### config.mk
export PLATFORM = sky130hd
export DESIGN_NAME = parity_mem_writer
export DESIGN_NICKNAME = d
export VERILOG_FILES = /design/src/rtl/parity_mem_writer.sv
export SDC_FILE = /design/constraint.sdc
export NUM_CORES = 1
export LEC_CHECK = 0
export ABC_AREA = 1
export BUFFER_PORTS_ARGS = -buffer_cell sky130_fd_sc_hd__buf_2
export CORE_MARGIN = 5
export CORE_UTILIZATION = 50
export DETAILED_ROUTE_END_ITERATION = 7
export PLACE_DENSITY = 0.8
export REMOVE_ABC_BUFFERS = 1
export SLEW_MARGIN = 20
export SYNTH_ARGS = -nofsm -noshare
export SYNTH_HDL_FRONTEND = slang
export SYNTH_SLANG_ARGS = --single-unit
### constraint.sdc
create_clock -name clock -period 2.9 [get_ports clock]
set_clock_uncertainty 0.15 [all_clocks]
set_input_delay 0.145 -clock clock [delete_from_list [all_inputs] [get_ports clock]]
set_output_delay 0.145 -clock clock [all_outputs]
set_load 0.005 [all_outputs]
### src/rtl/parity_mem_writer.sv
// parity_mem_writer: fills a two-bank 8x8 data+parity memory from a valid/ready byte stream.
// Latency: 1 cycle from accept to registered write strobe; addresses from a wrapping counter.
// Backpressure: in_ready is high only in FILL and drops after the 16th byte; define PARITY_INJECT_EN for inj_en/inj_addr.
module parity_mem_writer #(
   parameter int DATA_W = 8,
   parameter int ADDR_W = 4,
   parameter int DEPTH  = 16
) (
   input  logic              clock,
   input  logic              reset,
   input  logic              start,
   input  logic              clear,
   input  logic [DATA_W-1:0] in_data,
   input  logic              in_valid,
`ifdef PARITY_INJECT_EN
   input  logic [ADDR_W-1:0] inj_addr,
   input  logic              inj_en,
`endif
   output logic              in_ready,
   output logic              wr_en,
   output logic [ADDR_W-1:0] wr_addr,
   output logic [DATA_W-1:0] wr_data,
   output logic              wr_parity,
   output logic [ADDR_W:0]   count,
   output logic              done
);

   typedef enum logic [1:0] {IDLE, FILL, FULL} state_t;

   localparam logic [ADDR_W-1:0] LAST_ADDR = ADDR_W'(DEPTH - 1);

   state_t            state;
   logic [ADDR_W-1:0] addr;
   logic              inject;

`ifdef PARITY_INJECT_EN
   assign inject = inj_en && (addr == inj_addr);
`else
   assign inject = 1'b0;
`endif

   always_ff @(posedge clock or negedge reset) begin
      if (!reset) begin
         state     <= IDLE;
         addr      <= '0;
         count     <= '0;
         in_ready  <= 1'b0;
         done      <= 1'b0;
         wr_en     <= 1'b0;
         wr_addr   <= '0;
         wr_data   <= '0;
         wr_parity <= 1'b0;
      end else if (clear) begin
         // Abort wins over start and drops any byte presented this cycle.
         state    <= IDLE;
         addr     <= '0;
         count    <= '0;
         in_ready <= 1'b0;
         done     <= 1'b0;
         wr_en    <= 1'b0;
      end else begin
         wr_en <= 1'b0;
         case (state)
            IDLE: begin
               if (start) begin
                  state    <= FILL;
                  addr     <= '0;
                  count    <= '0;
                  in_ready <= 1'b1;
               end
            end
            FILL: begin
               if (in_valid && in_ready) begin
                  wr_en     <= 1'b1;
                  wr_addr   <= addr;
                  wr_data   <= in_data;
                  wr_parity <= (^in_data) ^ inject;
                  addr      <= addr + 1'b1;
                  count     <= count + 1'b1;
                  if (addr == LAST_ADDR) begin
                     state    <= FULL;
                     in_ready <= 1'b0;
                     done     <= 1'b1;
                  end
               end
            end
            FULL: begin
               if (start) begin
                  state    <= FILL;
                  addr     <= '0;
                  count    <= '0;
                  done     <= 1'b0;
                  in_ready <= 1'b1;
               end
            end
            default: begin
               state    <= IDLE;
               in_ready <= 1'b0;
               done     <= 1'b0;
            end
         endcase
      end
   end

endmodule

==> results.sh <==
export IMPL_grt_usage_pct=16.34
export IMPL_hold_buffers=11
export IMPL_p_per_area_nw_per_um2=517.3
export IMPL_synthArstFlopShare_pct=100.0
export IMPL_setup_viol=0
export IMPL_core_area_um2=2522
export IMPL_worstMarginPinSlew_ns=0.5797
export IMPL_post_drt_wl_per_cell_um=11.41
export IMPL_dp_hpwl_mm=2.093
export IMPL_min_path_type="in2reg"
export IMPL_cp_max_fo=8
export IMPL_rsz0062_at_grt="false"
export IMPL_start_util_pct=53.08
export IMPL_tns_ns=0
export IMPL_nets=229
export IMPL_hold_depth=4
export IMPL_port_buffers=33
export IMPL_finalMaxSlewViolations=0
export IMPL_ys_seq_elements=26
export IMPL_leakage_nw=0.9531
export IMPL_max_vdd_ir_drop_mv=0.2940
export IMPL_yosys_cell_count_top_type="nand2_1"
export IMPL_clk_pin_slew_ns=0.14
export IMPL_drc=0
export IMPL_drive_gt1_share_pct=24.53
export IMPL_viasPerCell=4.955
export IMPL_grt_overflow=0
export IMPL_place_gp_congestion=0.8724
export IMPL_ys_flop_type="dfrtp_1"
export IMPL_critPathKind="reg2reg"
export IMPL_fmaxAchievable_ghz=0.6788
export IMPL_ios=34
export IMPL_hold_viol_final=0
export IMPL_antenna_found_initial=0
export IMPL_chipWidth_um=61.75
export IMPL_n_fill_cell=218
export IMPL_grt_pass1_wl_mm=4.740
export IMPL_insertion_delay_ns=0.32
export IMPL_timing_slew_headroom_pct=61.35
export IMPL_diodes=0
export IMPL_synth_area_um2=1339
export IMPL_cts_sinks=26
export IMPL_routed_wl_mm=2.761
export IMPL_cts_tree="built"
export IMPL_num_vias=1199
export IMPL_period_needed_ns=1.473
export IMPL_cts_root_buf="clkbuf_4"
export IMPL_postRouteAntennaNets=0
export IMPL_worstPathArrival_ns=1.57
export IMPL_syn_inst=167
export IMPL_cts_buffers=3
export IMPL_synth_top_area_cell="dfrtp_1"
export IMPL_synthTopCellsByCount="72 x nand2_1, 26 x dfrtp_1, 24 x inv_1, 11 x o21ai_0, 11 x o21ai_2"
export IMPL_cts_resized=0
export IMPL_grt_pass1_vias=1171
export IMPL_die_area_um2=3812
export IMPL_worst_r2r_path_depth=6
export IMPL_whs_ns=0.009254
export IMPL_num_rows=18
export IMPL_synthTopCellsByArea="dfrtp_1 49%, nand2_1 20%, o21ai_2 7.2%"
export IMPL_required_ns=3.00
export IMPL_max_cap_viol_count=0
export IMPL_postSynthAreaPerCell_um2=8.017
export IMPL_seq_area_frac_synth_pct=48.60
export IMPL_synth_cell_types=17
export IMPL_die_h_um=61.75
export IMPL_synth_warnings=0
export IMPL_synth_top_cell_area_share_pct=48.60
export IMPL_ctsHtreeMaxLevel=1
export IMPL_end_kind="register"
export IMPL_synth_edf_count=0
export IMPL_startpoint_type="register"
export IMPL_status="finished, final reports clean"
export IMPL_cts_setup_buffers=0
export IMPL_dr_pass1_iters=6
export IMPL_finalCritPeriodShare_pct=50.80
export IMPL_clockBufferDepth=2
export IMPL_grt_max_degree=27
export IMPL_synthToLayoutAreaGrowth_pct=23.36
export IMPL_drt_iter0_drc=21
==> routing by layer <==
| layer | part of all wire [%] | GRT usage, % | wire length [um] | vias to the layer above |
|---|---|---|---|---|
| li1 | - | - | - | 608 |
| met1 | 42 | 19.45 | 1165 | 554 |
| met2 | 51 | 29.75 | 1402 | 32 |
| met3 | 5.6 | 2.893 | 155 | 5 |
| met4 | 1.3 | 5.152 | 37 | 0 |
| met5 | 0 | 0 | 0 | - |
==> registers in the layout, summed over array words and instances (netlist names) <==
register / count
wr_data: 8
wr_addr: 4
in_ready: 1
addr: 4
done: 1
count: 5
wr_parity: 1
wr_en: 1
state: 1
==> layout make-up <==
cell class / count / area, um2 / area share (%)
multi-input combinational: 114 / 569.3 / 34.47
tap: 30 / 37.54 / 2.273
inverter: 25 / 96.34 / 5.833
timing repair buffer: 44 / 275.3 / 16.67
sequential: 26 / 650.6 / 39.39
clock buffer: 3 / 22.52 / 1.364
==> cells in the final DEF, fill, tap and decap left out, drive strengths merged <==
master,synthesis,layout
nand3,5,5
dfrtp,26,26
inv,25,25
o21ai,22,22
nor2,4,4
buf,2,33
clkbuf,0,3
ha,2,2
nand2,74,74
dlygate4sd3,0,11
a22o,1,1
o21a,1,1
a21oi,5,5
==> final timing paths <==
kind	endpoint	startpoint	slack (ns)
min in group asynchronous	count[4]	reset	0.18
hold / removal	wr_en	clear	0.009
setup reg to reg	addr[0]	in_ready	1.43
max in group asynchronous	wr_data[4]	reset	2.04
setup / recovery	addr[0]	in_ready	1.43
hold reg to reg	done	done	0.34
==> report_power, final <==
part / internal (mW) / total (mW) / switching [mW]
sequential: 0.424 / 0.463 / 0.0385
combinational: 0.112 / 0.238 / 0.126
clock: 0.0487 / 0.154 / 0.105
==> metrics by stage <==
stage,setup WS (ns),total power [mW],cells,cell area [um2],util [%]
2_1_floorplan,1.591,0.5946,165,1316,-
3_3_place_gp,1.494,0.6893,228,1519,60.22
3_5_place_dp,1.435,0.6997,228,1519,60.22
4_1_cts,1.409,0.8641,242,1652,65.48
5_1_grt,1.231,0.9150,242,1652,65.48
6_report,1.427,0.8543,242,1652,65.48
==> kinds of logic after synthesis <==
family	synth area share, %
DFF	48.60
adders and majority gates	1.869
buffers and inverters	8.879
AOI/OAI and AO/OA	14.39
and+or+nand+nor	26.26
==> worst max-delay path: stages (launching register included) <==
cell	delay, ns
dfrtp_1	0.39
inv_1	0.07
nor2_4	0.17
nand2_1	0.08
nand2_1	0.18
inv_1	0.17
o21ai_0	0.19
Note: power is estimated with default switching activity, not from simulation.
